===== config.mk =====
export PLATFORM = sky130hd
export DESIGN_NAME = seq_detect_sched
export DESIGN_NICKNAME = d
export VERILOG_FILES = /design/src/rtl/seq_detect_pkg.sv /design/src/rtl/seq_match_core.sv /design/src/rtl/seq_detect_sched.sv
export SDC_FILE = /design/constraint.sdc
export NUM_CORES = 1
export LEC_CHECK = 0
export BUFFER_PORTS_ARGS = -buffer_cell sky130_fd_sc_hd__buf_2
export CORE_ASPECT_RATIO = 1.2
export CORE_MARGIN = 5
export CORE_UTILIZATION = 40
export CTS_BUF_LIST = sky130_fd_sc_hd__clkbuf_8 sky130_fd_sc_hd__clkbuf_16
export CTS_CLUSTER_DIAMETER = 150
export CTS_CLUSTER_SIZE = 25
export DETAILED_ROUTE_END_ITERATION = 6
export GPL_TIMING_DRIVEN = 0
export PLACE_DENSITY = 0.67
export SLEW_MARGIN = 20
export SYNTH_ARGS = -nofsm -noshare
export SYNTH_HDL_FRONTEND = slang
export SYNTH_SLANG_ARGS = --single-unit

===== constraint.sdc =====
create_clock -name clk -period 1.9 [get_ports clk]
set_input_delay 0 -clock clk [delete_from_list [all_inputs] [get_ports clk]]
set_output_delay 0 -clock clk [all_outputs]
set_load 0.01 [all_outputs]

===== src/rtl/seq_detect_pkg.sv =====
// seq_detect_pkg: shared state encoding, requester ids and default pattern for seq_detect_sched
package seq_detect_pkg;
    typedef enum logic [1:0] {IDLE, SHIFT, DONE} state_t;
    localparam logic ID_A = 1'b0;
    localparam logic ID_B = 1'b1;
    localparam int DEF_PLEN = 6;
    localparam logic [DEF_PLEN-1:0] DEF_PATTERN = 6'b101011;
endpackage


===== src/rtl/seq_match_core.sv =====
// seq_match_core: serial PLEN-bit window matcher counting overlapping pattern hits
//  clk, reset (async, active-high), clr (sync clear of history/fill/count at word start),
//  bit_valid/bit_in (serial bit stream), count (hits since last clr)
module seq_match_core
    import seq_detect_pkg::*;
#(
    parameter int PLEN = DEF_PLEN,
    parameter logic [PLEN-1:0] PATTERN = DEF_PATTERN,
    parameter int CNT_W = 4
) (
    input  logic             clk,
    input  logic             reset,
    input  logic             clr,
    input  logic             bit_valid,
    input  logic             bit_in,
    output logic [CNT_W-1:0] count
);
    localparam int FW = $clog2(PLEN);
    logic [PLEN-1:0] hist, hist_next;
    logic [FW-1:0] fill;
    logic full, hit;
    // fill saturates at PLEN-1: once reached, the incoming bit completes a full window
    always_comb begin
        hist_next = {hist[PLEN-2:0], bit_in};
        full = fill == FW'(PLEN-1);
        hit = full && hist_next == PATTERN;
    end
    always_ff @(posedge clk or posedge reset) begin
        if (reset) begin
            hist <= '0;
            fill <= '0;
            count <= '0;
        end else if (clr) begin
            hist <= '0;
            fill <= '0;
            count <= '0;
        end else if (bit_valid) begin
            hist <= hist_next;
            fill <= full ? fill : fill + 1'b1;
            count <= hit ? count + 1'b1 : count;
        end
    end
endmodule


===== src/rtl/seq_detect_sched.sv =====
// seq_detect_sched: round-robin shares one serial pattern matcher between requesters A and B
//  clk, reset (async, active-high)
//  a_valid/a_data/a_ready, b_valid/b_data/b_ready: word requesters, accepted when valid & ready
//  bit_valid/bit_out: serial bit fed to the matcher (MSB-first)
//  res_valid/res_id/res_count: one-cycle result pulse with requester id and match count
//  busy: high while shifting or reporting
module seq_detect_sched
    import seq_detect_pkg::*;
#(
    parameter int DATA_W = 16,
    parameter int PLEN = DEF_PLEN,
    parameter logic [PLEN-1:0] PATTERN = DEF_PATTERN,
    localparam int CNT_W = $clog2(DATA_W-PLEN+2)
) (
    input  logic              clk,
    input  logic              reset,
    input  logic              a_valid,
    input  logic [DATA_W-1:0] a_data,
    output logic              a_ready,
    input  logic              b_valid,
    input  logic [DATA_W-1:0] b_data,
    output logic              b_ready,
    output logic              bit_valid,
    output logic              bit_out,
    output logic              res_valid,
    output logic              res_id,
    output logic [CNT_W-1:0]  res_count,
    output logic              busy
);
    localparam int IW = $clog2(DATA_W);
    state_t state, state_next;
    logic [DATA_W-1:0] word;
    logic [IW-1:0] idx;
    logic id, last_grant, grant_a, grant_b, accept;
    logic [CNT_W-1:0] count;
    // A wins alone or on a tie when B was served last; B otherwise
    always_comb begin
        grant_a = a_valid & (~b_valid | last_grant == ID_B);
        grant_b = b_valid & ~grant_a;
        a_ready = state == IDLE & grant_a;
        b_ready = state == IDLE & grant_b;
        accept = a_ready | b_ready;
        bit_valid = state == SHIFT;
        bit_out = bit_valid & word[DATA_W-1];
        res_valid = state == DONE;
        res_id = res_valid & id;
        res_count = res_valid ? count : '0;
        busy = state != IDLE;
        state_next = state == IDLE ? (accept ? SHIFT : IDLE) :
                     state == SHIFT ? (idx == IW'(DATA_W-1) ? DONE : SHIFT) : IDLE;
    end
    // word shifts left so its MSB is always the current serial bit
    always_ff @(posedge clk or posedge reset) begin
        if (reset) begin
            state <= IDLE;
            word <= '0;
            idx <= '0;
            id <= ID_A;
            last_grant <= ID_B;
        end else begin
            state <= state_next;
            if (accept) begin
                word <= grant_b ? b_data : a_data;
                id <= grant_b ? ID_B : ID_A;
                last_grant <= grant_b ? ID_B : ID_A;
                idx <= '0;
            end else if (state == SHIFT) begin
                word <= {word[DATA_W-2:0], 1'b0};
                idx <= idx + 1'b1;
            end
        end
    end
    seq_match_core #(.PLEN(PLEN), .PATTERN(PATTERN), .CNT_W(CNT_W)) u_core (
        .clk(clk),
        .reset(reset),
        .clr(accept),
        .bit_valid(bit_valid),
        .bit_in(bit_out),
        .count(count)
    );
endmodule


==> run_results.csv <==
group,metric,value,unit
timing,finalMaxSlewViolations,0,
grt,antenna_found_initial,0,
synthesis,synth_seq_cells,36,
synthesis,synth_compound_area_frac,0.0994,
synthesis,synth_warnings,0,
pwr,switching_share,0.358,
hold_path,hold_depth,3,
final_layout,final-seq-area,902,µm²
routing,drt-pass1-iter-count,4,
critical_path,crit_path_start,"last_grant$_DFFE_PP1P_",
routing,top_layer,"met4",
floorplan,dieArea,0.00641,mm²
clock_tree,cts_tree,"yes",
routing,dr_wl_met3,197,µm
status,status,"complete, no violations",
synthesis,synthXorXnorAreaFrac,0.00892,
timing,final-setup-viol-count,0,
synthesis,synth_edf_count,0,
final_layout,fillerInstances,439,
clock_tree,htree_num_levels,2,
pwr,p_int,2.04,mW
critical_path,rr_worst_depth,6,
floorplan,core_area,0.00483,mm²
final_layout,final_nets,299,
grt,grt_start_max_net_pins,20,
hold_path,hold_path.class,"in -> reg",
floorplan,start_util,0.406,
clock_tree,ctsRootBufferMaster,"clkbuf_8",
synthesis,synth.top_cell.area_share,0.446,
routing,drt_iter0_drc,78,
clock_tree,cts_resized,0,
synthesis,synthSimpleGateAreaFrac,0.125,
timing,finalSetupTns,0,ps
routing,vias,1592,
synthesis,yosys-top-cells-area,"dfrtp_1 (45%), mux2i_1 (23%), nand2_1 (3.1%)",
final_layout,finalInstanceArea,0.00259,mm²
synthesis,synth_cell_types,36,
critical_path,critPathKind,"reg -> reg",
pwr,cellPowerDensity,1230,mW/mm²
grt,track_usage,0.147,
synthesis,yosys.area_share.adder,0.0255,
timing,final.min_clock_period,1810,ps
synthesis,synth.area.mux_share,0.235,
pwr,p_switching,1.14,mW
floorplan,ioPinCount,47,
critical_path,r2r_start,"last_grant$_DFFE_PP1P_",
clock_tree,clk_path_buf_depth,2,
synthesis,synth_top_area_cell,"dfrtp_1",
placed_design,dpl-instance-area,0.00230,mm²
final_layout,areaGrowthSynthToFinish,32.0,%
pwr,seq_power_share,0.409,
hold_path,hold_start,"a_data[10]",
synthesis,ys_top_cells_by_count,"mux2i_1 (46), dfrtp_1 (35), nand2_1 (16)",
final_layout,antenna_cells,0,
critical_path,crit_fanout,10,
placed_design,hpwlAfterDp,2970,µm
routing,wl_met1,1740,µm
synthesis,synth_top_family_by_area,"multiplexers",
synthesis,netlist_area,0.00196,mm²
placed_design,gp_congestion,0.753,
critical_path,endpoint_kind,"flop",
grt,gr-total-overflow,0,
final_layout,multi_input_area,968,µm²
final_layout,drive_gt1_frac,0.285,
timing,clock.fmax,551,MHz
timing,rsz0062_at_grt,"false",
floorplan,die_w,74.0,µm
routing,drt-total-wl,4110,µm
synthesis,yosysMostFrequentCell,"mux2i_1",
pwr,clock_power_share,0.175,
clock_tree,cts-buffers-inserted,5,
critical_path,worstPathArrival,1990,ps
synthesis,synth-main-ff-cell,"dfrtp_1",
pwr,p_total,3.18,mW
routing,dr_wl_met2,2100,µm
floorplan,rows,28,
placed_design,io_buffers,46,
routing,viasPerCell,4.98,
timing,finClkSkew,1.29,ps
pwr,pwr-share-comb,0.415,
synthesis,synth-async-reset-ratio,1.00,
run,maxCapViolations,0,
timing,worst-slew-pin-transition,533,ps
critical_path,worstPathRequired,2070,ps
pwr,peakVddDrop,0.584,mV
critical_path,regToRegSetupSlack,90,ps
clock_tree,clkLatencyLatePin,280,ps
timing,finalHoldViolations,0,
clock_tree,clkTransAtPathRegs,70,ps
grt,grt_pass1_vias,1731,
synthesis,syn_nets,224,
synthesis,netlist_instances,184,
routing,wl_per_cell,12.8,µm
grt,grt_pass1_wl,7380,µm
timing,slew_headroom,0.644,
clock_tree,clock-sinks,36,
routing,drtAntennaViolNets,0,
pwr,leakage,1.36,nW
floorplan,die_y,86.7,µm
synthesis,syn_area_per_cell,10.7,µm²
routing,drc,0,
critical_path,cp-start-kind,"flop",
timing,fin_crit_sh,0.955,
synthesis,yosysSeqAreaShare,0.460,
critical path, cell delays in order, from the launching register on:
cell and delay [ps]:
dfstp_2 560, a21boi_1 60, buf_4 150, buf_8 150, mux2i_1 150, dlygate4sd3_1 570, mux2i_1 60
power by group through the flow:
stage	clock network [mW]	registers, mW	logic (mW)
global route	0.612	1.35	1.51
detailed placement	0	1.32	1.25
global placement	0	1.31	1.21
finish	0.558	1.30	1.32
floorplan	0	1.26	0.991
CTS	0.581	1.30	1.32
placed cells by master (no fill, tap or decap), drive strengths merged, types with 5 or more instances in the layout:
master | synthesis | layout
clkbuf | 1 | 7
dlygate4sd3 | 0 | 18
buf | 9 | 59
mux2i | 46 | 46
and2 | 7 | 7
o211ai | 5 | 5
o21ai | 11 | 11
dfrtp | 35 | 35
nor2 | 6 | 6
inv | 7 | 7
a21oi | 11 | 11
nand2 | 16 | 16
worst paths after layout:
check	endpoint
worst max-delay path	word[3]$_DFFE_PP0P_
worst min-delay path	word[10]$_DFFE_PP0P_
worst max register to register	word[3]$_DFFE_PP0P_
worst min register to register	id$_DFFE_PP0P_
max in group asynchronous	last_grant$_DFFE_PP1P_
min in group asynchronous	idx[0]$_DFFE_PP0P_
metal layers:
metal | vias to the layer above | GRT usage
li1 | 798 | -
met1 | 747 | 0.169
met2 | 40 | 0.261
met3 | 7 | 0.0313
met4 | 0 | 0.0544
met5 | - | 0
state kept, by name (all words and copies together) (netlist names):
| register | cells |
|---|---|
| id | 1 |
| idx | 4 |
| last_grant | 1 |
| state | 2 |
| u_core.count | 4 |
| u_core.fill | 3 |
| u_core.hist | 5 |
| word | 16 |
what timing repair did:
action                                  4_1_cts  5_1_grt
endpoints found under the setup margin        0        6
hold endpoints to repair                     27        0
hold buffers                                 20        0
buffers inserted                              0        3
through the flow:
step	std cells	utilization	setup WS, ps	hold WS [ps]
6_report	320	0.536	85.3	1.35
3_5_place_dp	291	0.475	415	38.5
2_1_floorplan	184	-	567	70.0
3_3_place_gp	290	0.469	448	230
5_1_grt	320	0.536	8.50	6.14
4_1_cts	319	0.535	52.1	0.250
kinds of logic after synthesis:
family,Yosys count
mux,46
flops,36
simple gates,46
compound gates,33
buf+inv,17
xor+xnor,2
fa+ha+maj,4
cell type report:
cell class	count	area share
flip-flops and latches	36	0.348
multi-input cells	131	0.374
clock inverters	2	0.00386
inverters	7	0.0101
plain buffers	10	0.0256
well taps	60	0.0290
repair buffers	68	0.178
clock buffers	6	0.0319
Note: power is estimated with default switching activity, not from simulation.
